**config.mk**
```make
export PLATFORM = sky130hd
export DESIGN_NAME = pmcc_loop_stack
export DESIGN_NICKNAME = d
export VERILOG_FILES = /design/src/rtl/pmcc_loop_stack.sv
export SDC_FILE = /design/constraint.sdc
export NUM_CORES = 1
export LEC_CHECK = 0
export ABC_AREA = 1
export BUFFER_PORTS_ARGS = -buffer_cell sky130_fd_sc_hd__buf_2
export CORE_MARGIN = 3
export CORE_UTILIZATION = 51
export CTS_BUF_LIST = sky130_fd_sc_hd__clkbuf_16
export DETAILED_ROUTE_END_ITERATION = 6
export GPL_ROUTABILITY_DRIVEN = 0
export HOLD_SLACK_MARGIN = 0.08
export PLACE_DENSITY = 0.69
export SLEW_MARGIN = 0
export SYNTH_ARGS = -nofsm -noshare
export SYNTH_HDL_FRONTEND = slang
export SYNTH_SLANG_ARGS = --single-unit
```
**constraint.sdc**
```tcl
create_clock -name clk -period 5.3 [get_ports clk]
set_clock_uncertainty 0.15 [all_clocks]
set_input_delay 0.265 -clock clk [delete_from_list [all_inputs] [get_ports clk]]
set_output_delay 0.265 -clock clk [all_outputs]
set_load 0.01 [all_outputs]
```
**src/rtl/pmcc_loop_stack.sv**
```systemverilog
// pmcc_loop_stack: hardware loop stack that holds nested loop contexts and decides, at each loop end, whether to jump back or retire the loop
module pmcc_loop_stack #(
  parameter int DEPTH = 10,
  parameter int ADDR_W = 10,
  parameter int ITER_W = 14,
  localparam int LVL_W = $clog2(DEPTH + 1)
) (
  input  logic              clk,
  input  logic              rst_n,
  input  logic              clear_i,
  input  logic              push_i,
  input  logic [ADDR_W-1:0] push_addr_i,
  input  logic [ITER_W-1:0] push_iter_i,
  input  logic              pop_i,
  input  logic              loop_end_i,
  output logic [ADDR_W-1:0] top_addr_o,
  output logic [ITER_W-1:0] top_iter_o,
  output logic              loop_jump_o,
  output logic [ADDR_W-1:0] loop_jump_addr_o,
  output logic              loop_done_o,
  output logic [LVL_W-1:0]  level_o,
  output logic              full_o,
  output logic              empty_o,
  output logic              err_overflow_o,
  output logic              err_underflow_o,
  output logic              err_illegal_o
);
  logic [ADDR_W-1:0] mem_addr_q [DEPTH];
  logic [ITER_W-1:0] mem_iter_q [DEPTH];
  logic [LVL_W-1:0]  level_q, level_d, top_idx, wr_idx;
  logic [ADDR_W-1:0] jaddr_q, jaddr_d;
  logic              jump_q, jump_d, done_q, done_d;
  logic              ovf_q, ovf_d, unf_q, unf_d, ill_q, ill_d;
  logic              wr, dec, run;
  assign run     = rst_n && !clear_i;
  assign top_idx = level_q - 1'b1;
  assign empty_o = level_q == '0;
  assign full_o  = level_q == LVL_W'(DEPTH);
  assign top_addr_o = empty_o ? '0 : mem_addr_q[top_idx];
  assign top_iter_o = empty_o ? '0 : mem_iter_q[top_idx];
  assign level_o = level_q;
  assign loop_jump_o = jump_q;
  assign loop_done_o = done_q;
  assign loop_jump_addr_o = jaddr_q;
  assign err_overflow_o = ovf_q;
  assign err_underflow_o = unf_q;
  assign err_illegal_o = ill_q;
  always_comb begin
    level_d = level_q;
    wr_idx = level_q;
    wr = 1'b0;
    dec = 1'b0;
    jump_d = 1'b0;
    done_d = 1'b0;
    jaddr_d = jaddr_q;
    ovf_d = ovf_q;
    unf_d = unf_q;
    ill_d = ill_q;
    if (loop_end_i && (push_i || pop_i)) ill_d = 1'b1;
    else if (push_i && (!pop_i || empty_o)) begin
      if (full_o) ovf_d = 1'b1;
      else begin
        wr = 1'b1;
        level_d = level_q + 1'b1;
      end
    end else if (push_i) begin
      wr = 1'b1;
      wr_idx = top_idx;
    end else if (pop_i) begin
      if (empty_o) unf_d = 1'b1;
      else level_d = top_idx;
    end else if (loop_end_i) begin
      if (empty_o) unf_d = 1'b1;
      else if (top_iter_o != '0) begin
        dec = 1'b1;
        jump_d = 1'b1;
        jaddr_d = top_addr_o;
      end else begin
        level_d = top_idx;
        done_d = 1'b1;
      end
    end
  end
  always_ff @(posedge clk) begin
    if (!run) begin
      level_q <= '0;
      jump_q <= 1'b0;
      done_q <= 1'b0;
      jaddr_q <= '0;
      ovf_q <= 1'b0;
      unf_q <= 1'b0;
      ill_q <= 1'b0;
    end else begin
      level_q <= level_d;
      jump_q <= jump_d;
      done_q <= done_d;
      jaddr_q <= jaddr_d;
      ovf_q <= ovf_d;
      unf_q <= unf_d;
      ill_q <= ill_d;
    end
  end
  // entry storage is deliberately left unreset; level alone defines validity
  always_ff @(posedge clk) begin
    if (run && wr) begin
      mem_addr_q[wr_idx] <= push_addr_i;
      mem_iter_q[wr_idx] <= push_iter_i;
    end else if (run && dec) mem_iter_q[top_idx] <= top_iter_o - 1'b1;
  end
endmodule
```
==> out/metrics.cfg <==
[status]
status = complete, no violations

[critical_path]
crit_path_start = level_o[0]
r2r_cells = 14
cpPeakStageDelay_ps = 860
end_kind = flop
startpoint_type = flop
r2r-start = level_o[0]
crit_chain = clkinv_2 -> ha_1 -> inv_2 -> o21ai_0 -> o22ai_1 -> nand2_1 -> nand3_1 -> nand2_1 -> ha_1 -> inv_1 -> nor2_4 -> nand3_4 -> nand2_4 -> o21ai_1
r2r_end = mem_iter_q[5][5]
rrSetupSlack_ps = 760
crit_end = mem_iter_q[5][5]
cpMaxStageDelayCell = o21ai_1
critical_path_class = flop to flop
cp_max_fo = 49
worst_ep_required_time_ps = 5350
crit_arrival_ps = 4580

[detailed_routing]
first_pass_iters = 6
drtIter0Drc = 922
via_per_inst = 5.59
detail_route.wl_per_cell_um = 19.6
ant_nets = 0
via_count = 8231
drc = 0
drt-total-wl_um = 28800

[grt]
grt_pass1_vias = 7683
grt_usage = 0.235
grt_pass1_wl_um = 43900
grt_max_degree = 117
met1_usage = 0.346
grt_overflow = 0
grt_busiest_layer = met2
antenna_found_initial = 1
grtUsageMet3 = 0.0377
grtUsageMet2 = 0.373

[timing]
post-route-min-period_ps = 4540
slew_viol_final = 0
tns_ps = 0
rsz0062_at_grt = no
slew_headroom = 0.331
hold_ws_ps = 95.6
fmax_mhz = 220
finalCritPeriodShare = 0.856
worstMarginPinSlew_ps = 997
final_hold_viol_count = 0
setup_violations = 0

[cts]
h-tree-depth = 1
cts_buffers = 27
path_clk_slew_ps = 60
cts_sinks = 259
ctsLongestPathBuffers = 3
cts_setup_buffers = 0
cts-root-buf = clkbuf_16
cts_tree = built
clock_latency_ps = 540
post_cts_resized = 0

[power_and_ir_drop]
peakVddDrop_v = 0.000248
p_leak_uw = 0.00546
powerDensity_nw_per_um2 = 377

[cells_and_area]
drive_above_1_share = 0.160
antenna_cells = 0
final_nets = 1208
design_area_um2 = 13200
areaGrowthSynthToFinish_pct = 15.8

[placement]
place_area_um2 = 12100
hpwlAfterDp_um = 18600
io_buffers = 74

[floorplan]
io_pins = 75
core_area_um2 = 21900
num_rows = 54
die_w_um = 156
die_h_um = 156
dieArea_um2 = 24200
initial_core_util = 0.521

[logic_synthesis]
synth-edff-count = 240
yosysMostFrequentCell = nand2_1
synth_area_um2 = 11400
ys_top_cells_by_area = edfxtp_1 (63%), nand2_1 (9.1%), nand3_1 (5.8%), dfxtp_1 (3.3%), nor2_1 (3.0%)
ys_ff_latch = 259
synth_area_per_cell_um2 = 10.7
ys_async_sr_fraction = 0
synthFlopType = edfxtp_1
synth_warnings = 0
synth_common_cells = nand2_1 (278), edfxtp_1 (240), nand3_1 (133), nor2_1 (90), inv_1 (75)
netlist_instances = 1071
synth.top_cell.area_share = 0.632
syn_nets = 1106
yosysUniqueCellTypes = 36
synth_top_area_cell = edfxtp_1
ys_seq_area_frac = 0.665

[job]
drv_cap = 0

[worst_hold_path]
hold_path.class = primary input to flop

[layer usage]
layer  routed length [µm]  up-vias
met5                   13        -
met4                  452        2
met3                 2240       36
met2                13600      348
met1                12500     3962
li1                     -     3883
[how the worst min path moves through the flow]
stage	from	to	slack [ps]	cells after the start
5_1_grt	rst_n	loop_jump_addr_o[6]	110	6
3_5_place_dp	err_underflow_o	err_underflow_o	290	2
6_report	rst_n	loop_jump_addr_o[8]	100	6
3_3_place_gp	err_illegal_o	err_illegal_o	290	2
4_1_cts	rst_n	loop_jump_addr_o[8]	80	6
2_1_floorplan	push_addr_i[0]	mem_addr_q[0][0]	210	0
[where the power goes]
part / internal, µW / switching [µW]
clock network: 1170 / 782
registers: 2250 / 13.7
logic: 227 / 530
total: 3650 / 1330
[cell families (layout without fill, tap and decap cells)]
group / Yosys count / after routing / share of synthesized area
AOI/OAI and AO/OA: 124 / 124 / 0.0634
xor gates and xnor gates: 10 / 10 / 0.00768
adders and majority gates: 5 / 5 / 0.00548
buffers and inverters: 138 / 260 / 0.0542
DFF: 259 / 259 / 0.665
and+or+nand+nor: 535 / 535 / 0.204
[per-stage QoR]
step / util / setup WS (ps) / std cells / power [µW]
after global routing: 0.603 / 365 / 1473 / 5140
after detailed placement: 0.553 / 830 / 1406 / 3040
after global placement: 0.553 / 904 / 1406 / 3040
after CTS: 0.603 / 806 / 1473 / 4980
final: 0.603 / 761 / 1473 / 4970
after floorplan: - / 631 / 1071 / 2810
[timing repair]
action / 4_1_cts / 5_1_grt
endpoints found under the hold margin: 137 / 0
hold buffers: 18 / 0
setup endpoints to repair: 0 / 0
[critical path, delay by kind of cell, from the launching register on]
kind	cells	cell delay (ps)
and+or+nand+nor	6	710
DFF	1	680
buffers and inverters	3	810
AOI/OAI and AO/OA	3	1210
adders and majority gates	2	600
[cell type report]
type	count	area [µm²]
fillers	1768	8680
flip-flops and latches	259	7590
multi-input cells	674	3200
repair buffers	127	826
clock buffers	27	676
well taps	280	350
inverters	84	319
clock inverters	22	243
[cell usage in the layout (no fill, tap or decap), types with 5 or more instances in the layout]
| master | n |
|---|---|
| nand2_1 | 278 |
| edfxtp_1 | 240 |
| nand3_1 | 133 |
| nor2_1 | 90 |
| inv_1 | 81 |
| buf_2 | 74 |
| a21oi_1 | 46 |
| buf_4 | 34 |
| o21ai_0 | 29 |
| clkbuf_16 | 27 |
| dfxtp_1 | 18 |
| dlygate4sd3_1 | 18 |
| o21ai_1 | 17 |
| nand2_2 | 10 |
| a22oi_1 | 10 |
| a221o_1 | 10 |
| xor2_1 | 10 |
| inv_2 | 7 |
| nand3_2 | 7 |
| nand4_1 | 5 |
| ha_1 | 5 |
| bufinv_16 | 5 |
[registers in the layout (all words and copies together), names as in the netlist]
name / flops
err_illegal_o: 1
err_overflow_o: 1
err_underflow_o: 1
level_o: 4
loop_done_o: 1
loop_jump_addr_o: 10
loop_jump_o: 1
mem_addr_q: 100
mem_iter_q: 140
Note: power is estimated with default switching activity, not from simulation.
